<file path="src/rtl/spi_slave_drive.sv">
// spi_slave_drive: SPI responder oversampling SCLK/CS/MOSI in i_clk, with one-entry TX holding buffer.
module spi_slave_drive #(
  parameter int P_DATA_WIDTH = 8,
  parameter int P_CPOL = 0,
  parameter int P_CPHA = 0,
  parameter logic [P_DATA_WIDTH-1:0] P_IDLE_WORD = '0
) (
  input  logic                    i_clk,
  input  logic                    i_rst,
  input  logic                    i_spi_clk,
  input  logic                    i_spi_cs,
  input  logic                    i_spi_mosi,
  output logic                    o_spi_miso,
  input  logic [P_DATA_WIDTH-1:0] i_user_data,
  input  logic                    i_user_valid,
  output logic                    o_ready,
  output logic [P_DATA_WIDTH-1:0] o_user_data,
  output logic                    o_user_valid,
  output logic                    o_underrun,
  output logic                    o_frame_err
);
  localparam int W = P_DATA_WIDTH;
  localparam int CW = $clog2(W);
  localparam logic POL = (P_CPOL != 0);
  localparam logic PHA = (P_CPHA != 0);
  typedef enum logic {IDLE, ACTIVE} state_t;
  state_t state;
  logic [2:0] sclk_s, cs_s;
  logic [1:0] mosi_s;
  logic [W-1:0] tx_sr, hold, rx_sr;
  logic [CW-1:0] cnt;
  logic und_pend;
  logic cs_fall, cs_rise, en, lead, trail, sample_e, shift_e, load_e, accept, last;
  assign cs_fall = cs_s[2] & ~cs_s[1];
  assign cs_rise = ~cs_s[2] & cs_s[1];
  assign en = (state == ACTIVE) && !cs_s[1];
  assign lead = en && (sclk_s[2] == POL) && (sclk_s[1] != POL);
  assign trail = en && (sclk_s[2] != POL) && (sclk_s[1] == POL);
  assign sample_e = PHA ? trail : lead;
  assign shift_e = PHA ? lead : trail;
  assign load_e = PHA ? (lead && cnt == '0) : (cs_fall || (trail && cnt == '0));
  assign accept = i_user_valid && (o_ready || load_e);
  assign last = cnt == CW'(W - 1);
  assign o_spi_miso = tx_sr[W-1];
  // An idle word loaded at the end of a word only counts as an underrun once the master clocks it
  always_ff @(posedge i_clk or posedge i_rst) begin
    if (i_rst) begin
      sclk_s <= {3{POL}};
      cs_s <= 3'b111;
      mosi_s <= '0;
      state <= IDLE;
      tx_sr <= '0;
      hold <= '0;
      rx_sr <= '0;
      cnt <= '0;
      und_pend <= 1'b0;
      o_ready <= 1'b1;
      o_user_data <= '0;
      o_user_valid <= 1'b0;
      o_underrun <= 1'b0;
      o_frame_err <= 1'b0;
    end else begin
      sclk_s <= {sclk_s[1:0], i_spi_clk};
      cs_s <= {cs_s[1:0], i_spi_cs};
      mosi_s <= {mosi_s[0], i_spi_mosi};
      o_user_valid <= 1'b0;
      o_underrun <= 1'b0;
      o_frame_err <= 1'b0;
      if (accept) hold <= i_user_data;
      o_ready <= accept ? 1'b0 : load_e ? 1'b1 : o_ready;
      state <= cs_fall ? ACTIVE : cs_rise ? IDLE : state;
      if (cs_rise) begin
        tx_sr <= '0;
        rx_sr <= '0;
        cnt <= '0;
        und_pend <= 1'b0;
        o_frame_err <= cnt != '0;
      end else begin
        if (load_e) begin
          tx_sr <= o_ready ? P_IDLE_WORD : hold;
          o_underrun <= o_ready && (PHA || cs_fall);
          und_pend <= o_ready && !PHA && !cs_fall;
        end else if (shift_e) begin
          tx_sr <= tx_sr << 1;
        end
        if (sample_e) begin
          rx_sr <= {rx_sr[W-2:0], mosi_s[1]};
          cnt <= last ? '0 : cnt + 1'b1;
          if (last) o_user_data <= {rx_sr[W-2:0], mosi_s[1]};
          o_user_valid <= last;
          if (und_pend) o_underrun <= 1'b1;
          und_pend <= 1'b0;
        end
      end
    end
  end
endmodule

</file>
<file path="config.mk">
export PLATFORM = sky130hd
export DESIGN_NAME = spi_slave_drive
export DESIGN_NICKNAME = d
export VERILOG_FILES = /design/src/rtl/spi_slave_drive.sv
export SDC_FILE = /design/constraint.sdc
export NUM_CORES = 1
export LEC_CHECK = 0
export ABC_AREA = 1
export BUFFER_PORTS_ARGS = -buffer_cell sky130_fd_sc_hd__buf_2
export CORE_ASPECT_RATIO = 0.7
export CORE_MARGIN = 1.5
export CORE_UTILIZATION = 40
export DETAILED_ROUTE_END_ITERATION = 7
export GPL_ROUTABILITY_DRIVEN = 0
export SLEW_MARGIN = 15
export SYNTH_ARGS = -nofsm -noshare
export SYNTH_HDL_FRONTEND = slang
export SYNTH_SLANG_ARGS = --single-unit
</file>
<file path="constraint.sdc">
create_clock -name i_clk -period 2.6 [get_ports i_clk]
set_clock_uncertainty 0.05 [all_clocks]
set_input_delay 0.13 -clock i_clk [delete_from_list [all_inputs] [get_ports i_clk]]
set_output_delay 0.13 -clock i_clk [all_outputs]
set_load 0.05 [all_outputs]
</file>
==> results.py <==
metrics = {
    "sta": {
        "setup_slack_ns": 0.6548,
        "holdWs_ns": 0.006491,
        "clock.fmax_mhz": 514.1,
        "finalMaxSlewViolations": 0,
        "slew_headroom_pct": 33.85,
        "post-route-period-util_pct": 74.82,
        "hold_violations": 0,
        "post-route-min-period_ns": 1.945,
        "fin_setup_tns_ns": 0,
        "setup_viol": 0,
        "worstMarginPinSlew_ns": 0.9909,
        "rsz0062_at_grt": "no",
    },
    "final_layout": {
        "fin_area_sq_um": 2430,
        "final_core_util_pct": 49.72,
        "fin_nets": 266,
        "antenna_cells": 0,
        "drive_gt1_share_pct": 23.79,
        "finalNonFillerCells": 317,
        "syn_to_final_growth_pct": 17.27,
    },
    "cts": {
        "clkLatencyLatePin_ns": 0.30,
        "cts-root-buf": "clkbuf_8",
        "clock_path_buffers": 2,
        "cts_buffers": 5,
        "post-cts-setup-buffer-count": 0,
        "path_clk_slew_ns": 0.09,
        "ctsResizeCount": 0,
        "cts.sinks": 48,
        "cts_tree": "built",
        "hold_buffers": 6,
        "ctsHtreeMaxLevel": 2,
    },
    "critical_path": {
        "crit_path_end_kind": "flop",
        "critPathMaxStageDelay_ns": 0.54,
        "critical_path_class": "flop to flop",
        "reg2reg_depth": 5,
        "path_max_fanout": 14,
        "critPathRequiredTime_ns": 2.77,
        "crit_chain": "inv_1, ha_1, inv_1, nand4_1, o22ai_1",
        "path_depth": 5,
        "critical_path.most_common_cell": "inv_1",
        "cp_data_arrival_time_ns": 2.11,
        "crit_family": "flip-flops",
        "cp_slowest_cell": "dfstp_2",
        "cp-start-kind": "flop",
        "rrSetupSlack_ns": 0.65,
        "critPathBufInv": 2,
    },
    "pwr": {
        "clock_power_share_pct": 31.0,
        "comb_power_share_pct": 12.2,
        "p_leak_nw": 1.280,
        "intPower_mw": 1.073,
        "powerDensity_nw_per_um2": 601.1,
        "p_total_mw": 1.461,
        "p_switching_mw": 0.3877,
        "netSwitchingFraction_pct": 26.54,
        "peakVddDrop_uv": 311.1,
        "p_seq_share_pct": 56.8,
    },
    "drt": {
        "vias_per_cell": 4.574,
        "drt-initial-drc-count": 92,
        "postRouteAntennaNets": 0,
        "wl_per_cell_um": 11.82,
        "vias": 1450,
        "drc_errors": 0,
        "wirelength_um": 3747,
        "drt-pass1-iter-count": 4,
    },
    "placement": {
        "port_buffers": 26,
        "dpl.hpwl_um": 2545,
        "dp_cells": 302,
        "pre_cts_ws_ns": 0.6774,
        "placed_area_sq_um": 2267,
    },
    "logic_synthesis": {
        "synth_cell_types": 25,
        "avgSynthCellArea_sq_um": 9.820,
        "synth_common_cells": "nand2_1, dfrtp_1, inv_1, nand3_1, nand4_1",
        "synthTopCellsByArea": "dfrtp_1, nand2_1, nand3_1, dfstp_2, inv_1",
        "netlist_instances": 211,
        "ys_ff_latch": 48,
        "synthesis.nets": 230,
        "synth_ff_type": "dfrtp_1",
        "yosysMostFrequentCell": "nand2_1",
        "synth.top_cell.area_share_pct": 53.14,
        "synth_area_leader_cell": "dfrtp_1",
        "synth-edff-count": 0,
        "yosys_warnings": 0,
        "syn_area_sq_um": 2072,
        "seq_area_frac_synth_pct": 58.21,
        "synth-async-reset-ratio_pct": 100.0,
    },
    "run_status": {
        "status": "complete, no violations",
    },
    "run": {
        "cap_violations": 0,
    },
    "floorplan": {
        "ioPinCount": 27,
        "initial_core_util_pct": 42.40,
        "fp.coreArea_sq_um": 4887,
        "die_area_sq_um": 5627,
        "die_h_um": 63.22,
        "die_x_um": 89.02,
        "rows": 21,
    },
    "global_routing": {
        "grt_pass1_vias": 1366,
        "grt.total_usage_pct": 15.39,
        "antenna_found_initial": 0,
        "grt-ovfl-total": 0,
        "grt_max_degree": 49,
        "grt_pass1_wl_um": 6534,
    },
    "min_path": {
        "hp-class": "input pin to asynchronous set/reset pin",
    },
}
## per-layer routing
| layer | vias up | share of wire [%] | global-route usage (%) |
|---|---|---|---|
| met5 | - | 0 | 0 |
| met4 | 0 | 1.4 | 5.192 |
| met3 | 7 | 4.9 | 4.587 |
| li1 | 762 | - | - |
| met1 | 645 | 58 | 24.94 |
| met2 | 36 | 36 | 19.03 |
## cells by family (layout without fill, tap and decap cells)
kind of cell	Yosys count	count (layout)	synth area share, %
simple gates	103	103	24.52
flops	48	48	58.21
buf+inv	34	71	6.642
compound gates	21	21	7.609
fa+ha+maj	5	5	3.019
## cell usage in the layout, fill, tap and decap left out, types with 2 or more instances in the layout
cell           instances
dfstp_2                4
ha_1                   5
nand2_2                2
nand3_2                2
inv_1                 27
nand2_1               55
clkbuf_8               6
nor2_1                 3
dfrtp_1               44
o21ai_0                3
clkinv_2               2
nand3_1               24
nand2_4                2
dlygate4sd3_1          7
buf_2                 26
nand4_1               11
nor2_4                 2
o21ai_2                8
o22ai_1                7
## layout make-up
cell class	count	area [sq um]
Clock buffer	6	82.58
Inverter	29	108.9
Fill cell	466	2457
Multi-Input combinational cell	129	728.2
Sequential cell	48	1206
Timing Repair Buffer	34	207.7
Clock inverter	2	10.01
Tap cell	69	86.33
## state kept, by name, summed over array words and instances (netlist names)
name / cells
sclk_s: 3
tx_sr: 8
o_frame_err: 1
rx_sr: 7
o_user_data: 8
o_user_valid: 1
und_pend: 1
o_ready: 1
state: 1
hold: 8
cnt: 3
cs_s: 3
mosi_s: 2
o_underrun: 1
## power groups by stage
stage	clock network, mW	registers [mW]	logic [mW]
4_1_cts	0.467	0.830	0.179
2_1_floorplan	0	0.847	0.118
3_5_place_dp	0	0.844	0.172
5_1_grt	0.505	0.836	0.206
3_3_place_gp	0	0.843	0.168
6_report	0.453	0.830	0.178
## worst register-to-register path: stages (launching register included)
cell     delay, ns
dfstp_2       0.54
inv_1         0.04
ha_1          0.26
inv_1         0.37
nand4_1       0.35
o22ai_1       0.26
## path summary, 6_finish.rpt
check / endpoint / from
worst max-delay path: rx_sr[3]$_DFFE_PP0P_ / cs_s[2]$_DFF_PP1_
worst min-delay path: o_user_data[7]$_DFFE_PP0P_ / i_rst
worst max register to register: rx_sr[3]$_DFFE_PP0P_ / cs_s[2]$_DFF_PP1_
worst min register to register: mosi_s[1]$_DFF_PP0_ / mosi_s[0]$_DFF_PP0_
max in group asynchronous: cnt[2]$_DFFE_PP0P_ / i_rst
min in group i_clk: hold[0]$_DFFE_PP0P_ / i_user_data[0]
(Power assumes the default switching activity.)
